==> src/rtl/prefetch_queue.sv <==
// Bus interface unit: prefetches instruction bytes from CS:IP into a small byte queue
// and shares the single byte-wide memory port with core data accesses (data wins).
module prefetch_queue #(
    parameter int unsigned DEPTH    = 6,
    parameter logic [15:0] RESET_CS = 16'hF000,
    parameter logic [15:0] RESET_IP = 16'hFFF0
) (
    input  logic        clock,
    input  logic        reset,
    output logic [19:0] mem_address,
    output logic        mem_req,
    output logic        mem_we,
    output logic [7:0]  mem_out,
    input  logic [7:0]  mem_in,
    input  logic        mem_ready,
    input  logic        flush,
    input  logic [15:0] new_cs,
    input  logic [15:0] new_ip,
    output logic        q_valid,
    output logic [7:0]  q_data,
    output logic [15:0] q_ip,
    input  logic        q_pop,
    input  logic        d_req,
    input  logic [19:0] d_address,
    input  logic        d_we,
    input  logic [7:0]  d_out,
    output logic [7:0]  d_in,
    output logic        d_ack
);

    localparam int unsigned PW = (DEPTH > 1) ? $clog2(DEPTH) : 1;
    localparam int unsigned CW = $clog2(DEPTH + 1);
    localparam logic [PW-1:0] LAST_PTR = PW'(DEPTH - 1);
    localparam logic [CW-1:0] FULL_CNT = CW'(DEPTH);

    typedef enum logic [1:0] {
        IDLE,
        FETCH,
        DATA,
        DISCARD
    } state_t;

    state_t        state;
    logic [7:0]    entries [DEPTH];
    logic [PW-1:0] rd_ptr;
    logic [PW-1:0] wr_ptr;
    logic [CW-1:0] count;
    logic [15:0]   fetch_cs;
    logic [15:0]   fetch_ip;
    logic [15:0]   head_ip;
    logic [19:0]   fetch_addr;
    logic          push;
    logic          pop;

    function automatic logic [PW-1:0] ptr_inc(input logic [PW-1:0] p);
        return (p == LAST_PTR) ? '0 : p + 1'b1;
    endfunction

    always_comb begin
        fetch_addr = {fetch_cs, 4'h0} + {4'h0, fetch_ip};
        push       = (state == FETCH) && mem_ready && !flush;
        pop        = q_pop && (count != '0) && !flush;
        q_valid    = (count != '0);
        q_data     = (count != '0) ? entries[rd_ptr] : '0;
        q_ip       = head_ip;
    end

    always_ff @(posedge clock) begin
        if (push) begin
            entries[wr_ptr] <= mem_in;
        end
    end

    always_ff @(posedge clock or posedge reset) begin
        if (reset) begin
            state       <= IDLE;
            mem_address <= '0;
            mem_req     <= 1'b0;
            mem_we      <= 1'b0;
            mem_out     <= '0;
            d_in        <= '0;
            d_ack       <= 1'b0;
        end else begin
            d_ack <= 1'b0;
            unique case (state)
                IDLE: begin
                    // d_req is still high in the d_ack cycle; that access is already done
                    if (d_req && !d_ack) begin
                        state       <= DATA;
                        mem_address <= d_address;
                        mem_we      <= d_we;
                        mem_out     <= d_out;
                        mem_req     <= 1'b1;
                    end else if ((count < FULL_CNT) && !flush) begin
                        state       <= FETCH;
                        mem_address <= fetch_addr;
                        mem_we      <= 1'b0;
                        mem_req     <= 1'b1;
                    end
                end
                FETCH: begin
                    if (mem_ready) begin
                        mem_req <= 1'b0;
                        state   <= IDLE;
                    end else if (flush) begin
                        state <= DISCARD;
                    end
                end
                DATA: begin
                    if (mem_ready) begin
                        mem_req <= 1'b0;
                        mem_we  <= 1'b0;
                        d_ack   <= 1'b1;
                        if (!mem_we) begin
                            d_in <= mem_in;
                        end
                        state <= IDLE;
                    end
                end
                DISCARD: begin
                    if (mem_ready) begin
                        mem_req <= 1'b0;
                        state   <= IDLE;
                    end
                end
                default: state <= IDLE;
            endcase
        end
    end

    always_ff @(posedge clock or posedge reset) begin
        if (reset) begin
            rd_ptr   <= '0;
            wr_ptr   <= '0;
            count    <= '0;
            fetch_cs <= RESET_CS;
            fetch_ip <= RESET_IP;
            head_ip  <= RESET_IP;
        end else if (flush) begin
            rd_ptr   <= '0;
            wr_ptr   <= '0;
            count    <= '0;
            fetch_cs <= new_cs;
            fetch_ip <= new_ip;
            head_ip  <= new_ip;
        end else begin
            if (push) begin
                wr_ptr   <= ptr_inc(wr_ptr);
                fetch_ip <= fetch_ip + 16'd1;
            end
            if (pop) begin
                rd_ptr  <= ptr_inc(rd_ptr);
                head_ip <= head_ip + 16'd1;
            end
            unique case ({push, pop})
                2'b10:   count <= count + 1'b1;
                2'b01:   count <= count - 1'b1;
                default: count <= count;
            endcase
        end
    end

endmodule

==> config.mk <==
export PLATFORM = sky130hd
export DESIGN_NAME = prefetch_queue
export DESIGN_NICKNAME = d
export VERILOG_FILES = /design/src/rtl/prefetch_queue.sv
export SDC_FILE = /design/constraint.sdc
export NUM_CORES = 1
export LEC_CHECK = 0
export ABC_AREA = 1
export CAP_MARGIN = 20
export CORE_UTILIZATION = 49
export CTS_BUF_LIST = sky130_fd_sc_hd__clkbuf_4
export DETAILED_ROUTE_END_ITERATION = 16
export PLACE_DENSITY_LB_ADDON = 0.12
export SLEW_MARGIN = 20
export SYNTH_ARGS = -nofsm -noshare
export SYNTH_HDL_FRONTEND = slang
export SYNTH_SLANG_ARGS = --single-unit
export TNS_END_PERCENT = 50
==> constraint.sdc <==
create_clock -name clock -period 2.8 [get_ports clock]
set_input_delay 0.28 -clock clock [delete_from_list [all_inputs] [get_ports clock]]
set_output_delay 0.28 -clock clock [all_outputs]
set_load 0.01 [all_outputs]
Word-level counts from Yosys, hierarchy flattened
Memories as Yosys holds them, arrays and structs flattened.
Cells that the tools add are included.
- flip-flop bits (word level): 98
- latch bits: 0
- bits in writable memories: 48
- memory bits (read-only): 0
- output and inout port bits: 64
- word-level logic and storage cells: 90
- memories kept: 1
- add/sub/neg operators: 7
- $mul: 0
- div/mod/pow operators: 0
- $lt $le $gt $ge: 1
- equality and inequality tests: 12
- shift-type cells: 0
- mux-type cells: 32
- bitwise logic cells: 1
- reduce and logical (&&, ||, !) cells: 23
- memory list (name ; depth ; width ; rd ports ; clocked after memory_dff ; wr ports ; line ; source):
    entries ; 6 ; 8 ; 1 ; 0 ; 1 ; 44 ; logic [7:0] entries [DEPTH];
- operators by type and width (operator ; count):
    16-bit two-way mux ; 4
    20-bit two-way mux ; 2
    16-bit by 1-bit adder with 16-bit output (second input constant) ; 2
    3-bit two-way mux ; 7
    20-bit by 16-bit adder with 20-bit output ; 1
    2-bit two-way mux ; 5
    3-bit by 1-bit adder with 3-bit output (second input constant) ; 3
    1-bit two-way mux ; 9
    3-bit AND reduction ; 3
    8-bit two-way mux ; 1
    2-bit nonzero test ; 4
    2-bit == test (second input constant) ; 3
    3-bit == test (second input constant) ; 2
    1-bit logical AND ; 6
    3-bit != test (second input constant) ; 2
    2-bit one-hot mux with 3 select lines ; 1
    3-bit one-hot mux with 2 select lines ; 1
    2-bit AND reduction ; 3
    3-bit nonzero test ; 2
    2-bit by 1-bit == test with 1-bit output (second input constant) ; 2
    2-bit by 1-bit != test with 1-bit output (second input constant) ; 2
    1-bit one-hot mux with 2 select lines ; 2
    3-bit < comparator (second input constant) ; 1
    3-bit OR reduction ; 1
    other kinds (6) ; 7

Longest topological paths before layout
- word-level depth: 6
- depth in mapped cells: 12
- depth with buffers taken out: 12

Worst setup path after synthesis
OpenSTA, ideal clock, no wires.
- kind: input port to flip-flop
- start point: in flush
- end point: mem entries[5][0], enable pin
- arrival: 1.571 ns
- setup slack: 0.846 ns
- stages: 6
- buffers on the path: 1
- cell sequence: buf_2 > inv_2 > nand4_2 > inv_1 > nand2_1 > nor3_1
- longest elaborated chain between the ends: 4
- RTL lines (element ; line ; source):
    from (decl) ; 16 ; input logic flush,
    1-bit zero test ; 61 ; push = (state == FETCH) && mem_ready && !flush;
    1-bit logical AND ; 61 ;
    1-bit two-way mux ; 69 ; if (push) begin
    1-bit two-way mux (implied by the code) ; 70 ; entries[wr_ptr] <= mem_in;
    to (decl) ; 44 ;
No other way between the ends.

Worst setup path in the final report
- start point: reg rd_ptr[0]
- end point: out q_data[7]
- longest elaborated chain between the ends: 2
- RTL lines (element ; line ; source):
    from (decl) ; 45 ; logic [PW-1:0] rd_ptr;
    from (signal assigned) ; 152 ; rd_ptr <= ptr_inc(rd_ptr);
    memory 6 x 8 bit ; n/a ;
    8-bit two-way mux ; 64 ; q_data = (count != '0) ? entries[rd_ptr] : '0;
    to (decl) ; 20 ; output logic [7:0] q_data,
No other way between the ends.

==> flow_metrics.py <==
metrics = {
    "critical_path": {
        "r2r_setup_slack_ns": 0.77,
        "rr_worst_depth": 7,
        "crit_family": "buffers and inverters",
        "rr_startpoint": "d_ack",
        "worst_ep_arrival_time_ns": 2.35,
        "cp-end-kind": "primary output",
        "path_buf_inv": 2,
        "critPathLaunch": "rd_ptr[0]",
        "cpMostUsedCell": "nor2_1",
        "worstPathCellList": "buf_6, nor2_1, nor2_1, o21ai_0, nand3_1, nand2_1, a21oi_1, clkdlybuf4s50_1",
        "cpMaxStageDelayCell": "clkdlybuf4s50_1",
        "cp_max_fo": 25,
        "cp_slowest_stage_delay_ns": 0.55,
        "crit_required_ns": 2.52,
        "r2r_end": "state[0]",
        "start_kind": "register",
        "path_class": "register to primary output",
    },
    "place": {
        "dp_hpwl_um": 13400,
        "gp_congestion": 0.877,
        "io_buffer_count": 138,
        "dp_slack_ns": 0.427,
    },
    "pwr": {
        "clkPwrFrac_pct": 17.2,
        "powerDensity_nw_per_um2": 817,
        "combinationalPowerShare_pct": 42.0,
        "p_switching_mw": 2.90,
        "ir_drop_mv": 0.389,
        "p_sw_share_pct": 37.5,
        "p_int_mw": 4.84,
        "leakage_nw": 4.19,
        "power_frac_seq_pct": 40.8,
        "finalPower_mw": 7.75,
    },
    "detailed_routing": {
        "drc": 0,
        "drtIter0Drc": 397,
        "vias": 6442,
        "ant_nets": 0,
        "wl_per_cell_um": 14.6,
        "firstDrtPassIters": 5,
        "vias_per_cell": 5.21,
        "totalWireLength_um": 18100,
    },
    "global_routing": {
        "overflow": 0,
        "grtUsageTotal_pct": 23.8,
        "grt_pass1_wl_um": 29500,
        "grt_pass1_vias": 5911,
        "antenna_found_initial": 1,
        "grt_max_degree": 68,
    },
    "yosys": {
        "ys_seq_area_share_pct": 51.8,
        "syn-num-nets": 983,
        "postSynthAreaPerCell_um2": 8.50,
        "synthCells": 892,
        "ys.flop_type": "dfrtp_1",
        "syn_area_um2": 7580,
        "synth_edf_count": 48,
        "synth.distinct_cells": 43,
        "ys_ff_latch": 146,
        "synthArstFlopShare_pct": 67.1,
        "yosys_warnings": 0,
    },
    "cells_and_area": {
        "fin_nets": 1126,
        "drive_gt1_share_pct": 11.4,
        "layout_commonest_cell": "nand2_1",
        "n_fill_cell": 1342,
        "final_cell_mix": "nand2_1, clkdlybuf4s50_1, nor2_1",
        "areaGrowthSynthToFinish_pct": 25.0,
    },
    "timing": {
        "hold_viol_final": 0,
        "tightest_slew_ns": 0.531,
        "holdWs_ns": 0.0539,
        "fin_ws_ns": 0.169,
        "finClkSkew_ns": 0.0130,
        "period_needed_ns": 2.63,
        "period_share_pct": 94.0,
        "finalSetupTns_ns": 0,
        "slew_violations": 0,
        "fmax_mhz": 380,
        "setup_violations": 0,
        "relSlewSlack_pct": 64.6,
        "rsz0062_at_grt": "no",
    },
    "die": {
        "rows": 45,
        "ios": 139,
        "die_h_um": 126,
        "core_area_um2": 15100,
        "fp.dieW_um": 126,
        "die_area_um2": 16000,
        "start_util_pct": 50.1,
    },
    "flow_run": {
        "max-cap-violations": 0,
    },
    "clock_network": {
        "cts_setup_buffers": 0,
        "cts_hold_buffers": 0,
        "cts-buffers-inserted": 17,
        "clock_path_buffers": 2,
        "cts_root_buf": "clkbuf_4",
        "htreeDepth": 4,
        "clk_pin_slew_worst_paths_ns": 0.13,
        "cts_tree": "done",
        "insertion_delay_ns": 0.56,
        "cts_sinks": 146,
    },
    "hold_path": {
        "hp-class": "input port to asynchronous set/reset pin",
    },
    "status": {
        "status": "finished clean",
    },
}
==> worst register-to-register path: stages (launching register included) <==
cell and delay, ns:
dfrtp_1 0.41, nor2_1 0.39, nand2_4 0.22, nand2_2 0.36, inv_2 0.25, o211ai_2 0.15
nor2_1 0.06, a31oi_1 0.13
==> cell families (layout without fill, tap and decap cells) <==
group	after synthesis	count (layout)	synth area share, %
other	0	1	0
xor gates and xnor gates	17	17	1.96
buffers and inverters	114	270	5.94
DFF	146	146	51.8
muxes	16	16	2.38
and+or+nand+nor	480	480	27.0
AOI/OAI and AO/OA	103	103	8.04
adders and majority gates	16	16	2.84
==> synthesized netlist by cell type, types with 3 or more instances <==
cell type / n / share of area [%]
o21ai_0: 34 / 2.2
nand3b_1: 3 / 0.30
o211ai_1: 11 / 1.1
buf_1: 4 / 0.20
nand4_1: 4 / 0.33
or2_2: 6 / 0.50
buf_2: 13 / 0.86
nand3_1: 77 / 5.1
nor2_2: 3 / 0.25
dfrtp_1: 70 / 23
and2_1: 3 / 0.25
edfxtp_1: 48 / 19
nor3_1: 11 / 0.73
a31oi_1: 16 / 1.3
nand2_1: 257 / 13
o22ai_1: 4 / 0.33
inv_1: 82 / 4.1
a21oi_1: 27 / 1.8
clkbuf_1: 9 / 0.45
ha_1: 14 / 2.3
xor2_1: 10 / 1.2
mux2_2: 14 / 2.1
nand2_2: 3 / 0.25
dfstp_2: 28 / 9.7
nor2_1: 102 / 5.0
nor2_4: 4 / 0.59
inv_2: 4 / 0.20
xnor2_1: 7 / 0.81
==> repair_timing <==
action,in CTS,in global routing
cloned,0,1
gates resized for setup,2,3
hold endpoints to repair,0,0
endpoints found under the setup margin,8,4
==> registers in the layout (all words and copies together) (netlist names) <==
signal,cells
count,3
d_ack,1
d_in,8
entries,48
fetch_cs,16
fetch_ip,16
mem_address,20
mem_out,8
mem_req,1
mem_we,1
q_ip,16
rd_ptr,3
state,2
wr_ptr,3
==> worst max path at each step <==
stage                           end  depth (start not counted)
after floorplan            count[0]                          1
after global placement     state[0]                          9
after CTS                 q_data[7]                          8
after global routing      q_data[7]                          8
after detailed placement   state[0]                          9
final                     q_data[7]                          8
==> metrics by stage <==
stage | utilization (%) | area, µm² | std cells
6_report | 62.6 | 9480 | 1237
3_3_place_gp | 60.6 | 9180 | 1203
4_1_cts | 62.5 | 9470 | 1235
3_5_place_dp | 60.6 | 9180 | 1203
2_1_floorplan | - | 7580 | 892
5_1_grt | 62.6 | 9480 | 1237
==> routing by layer <==
layer  vias up  GRT usage [%]  share of wire [%]
met1      2995           34.6                 48
met5         -              0                  0
li1       3221              -                  -
met2       204           35.7                 45
met4         0           7.58                1.6
met3        22           4.85                6.0
==> power groups by stage <==
| stage | Sequential, mW | Combinational [mW] | Clock (mW) |
|---|---|---|---|
| detailed placement | 3.19 | 3.24 | 0 |
| floorplan | 3.24 | 1.78 | 0 |
| global route | 3.24 | 3.60 | 1.47 |
| global placement | 3.19 | 3.20 | 0 |
| finish | 3.16 | 3.25 | 1.33 |
| CTS | 3.16 | 3.26 | 1.37 |
==> final cells by class <==
| type | count | area (µm²) | area share [%] |
|---|---|---|---|
| multi-input combinational | 632 | 3200 | 33.8 |
| tap | 188 | 235 | 2.48 |
| clock inverter | 15 | 156 | 1.65 |
| antenna | 1 | 2.50 | 0.0264 |
| timing repair inverter | 1 | 7.51 | 0.0792 |
| inverter | 87 | 335 | 3.54 |
| clock buffer | 17 | 128 | 1.35 |
| timing repair buffer | 150 | 1480 | 15.6 |
| sequential | 146 | 3930 | 41.5 |
Note: power is estimated with default switching activity, not from simulation.
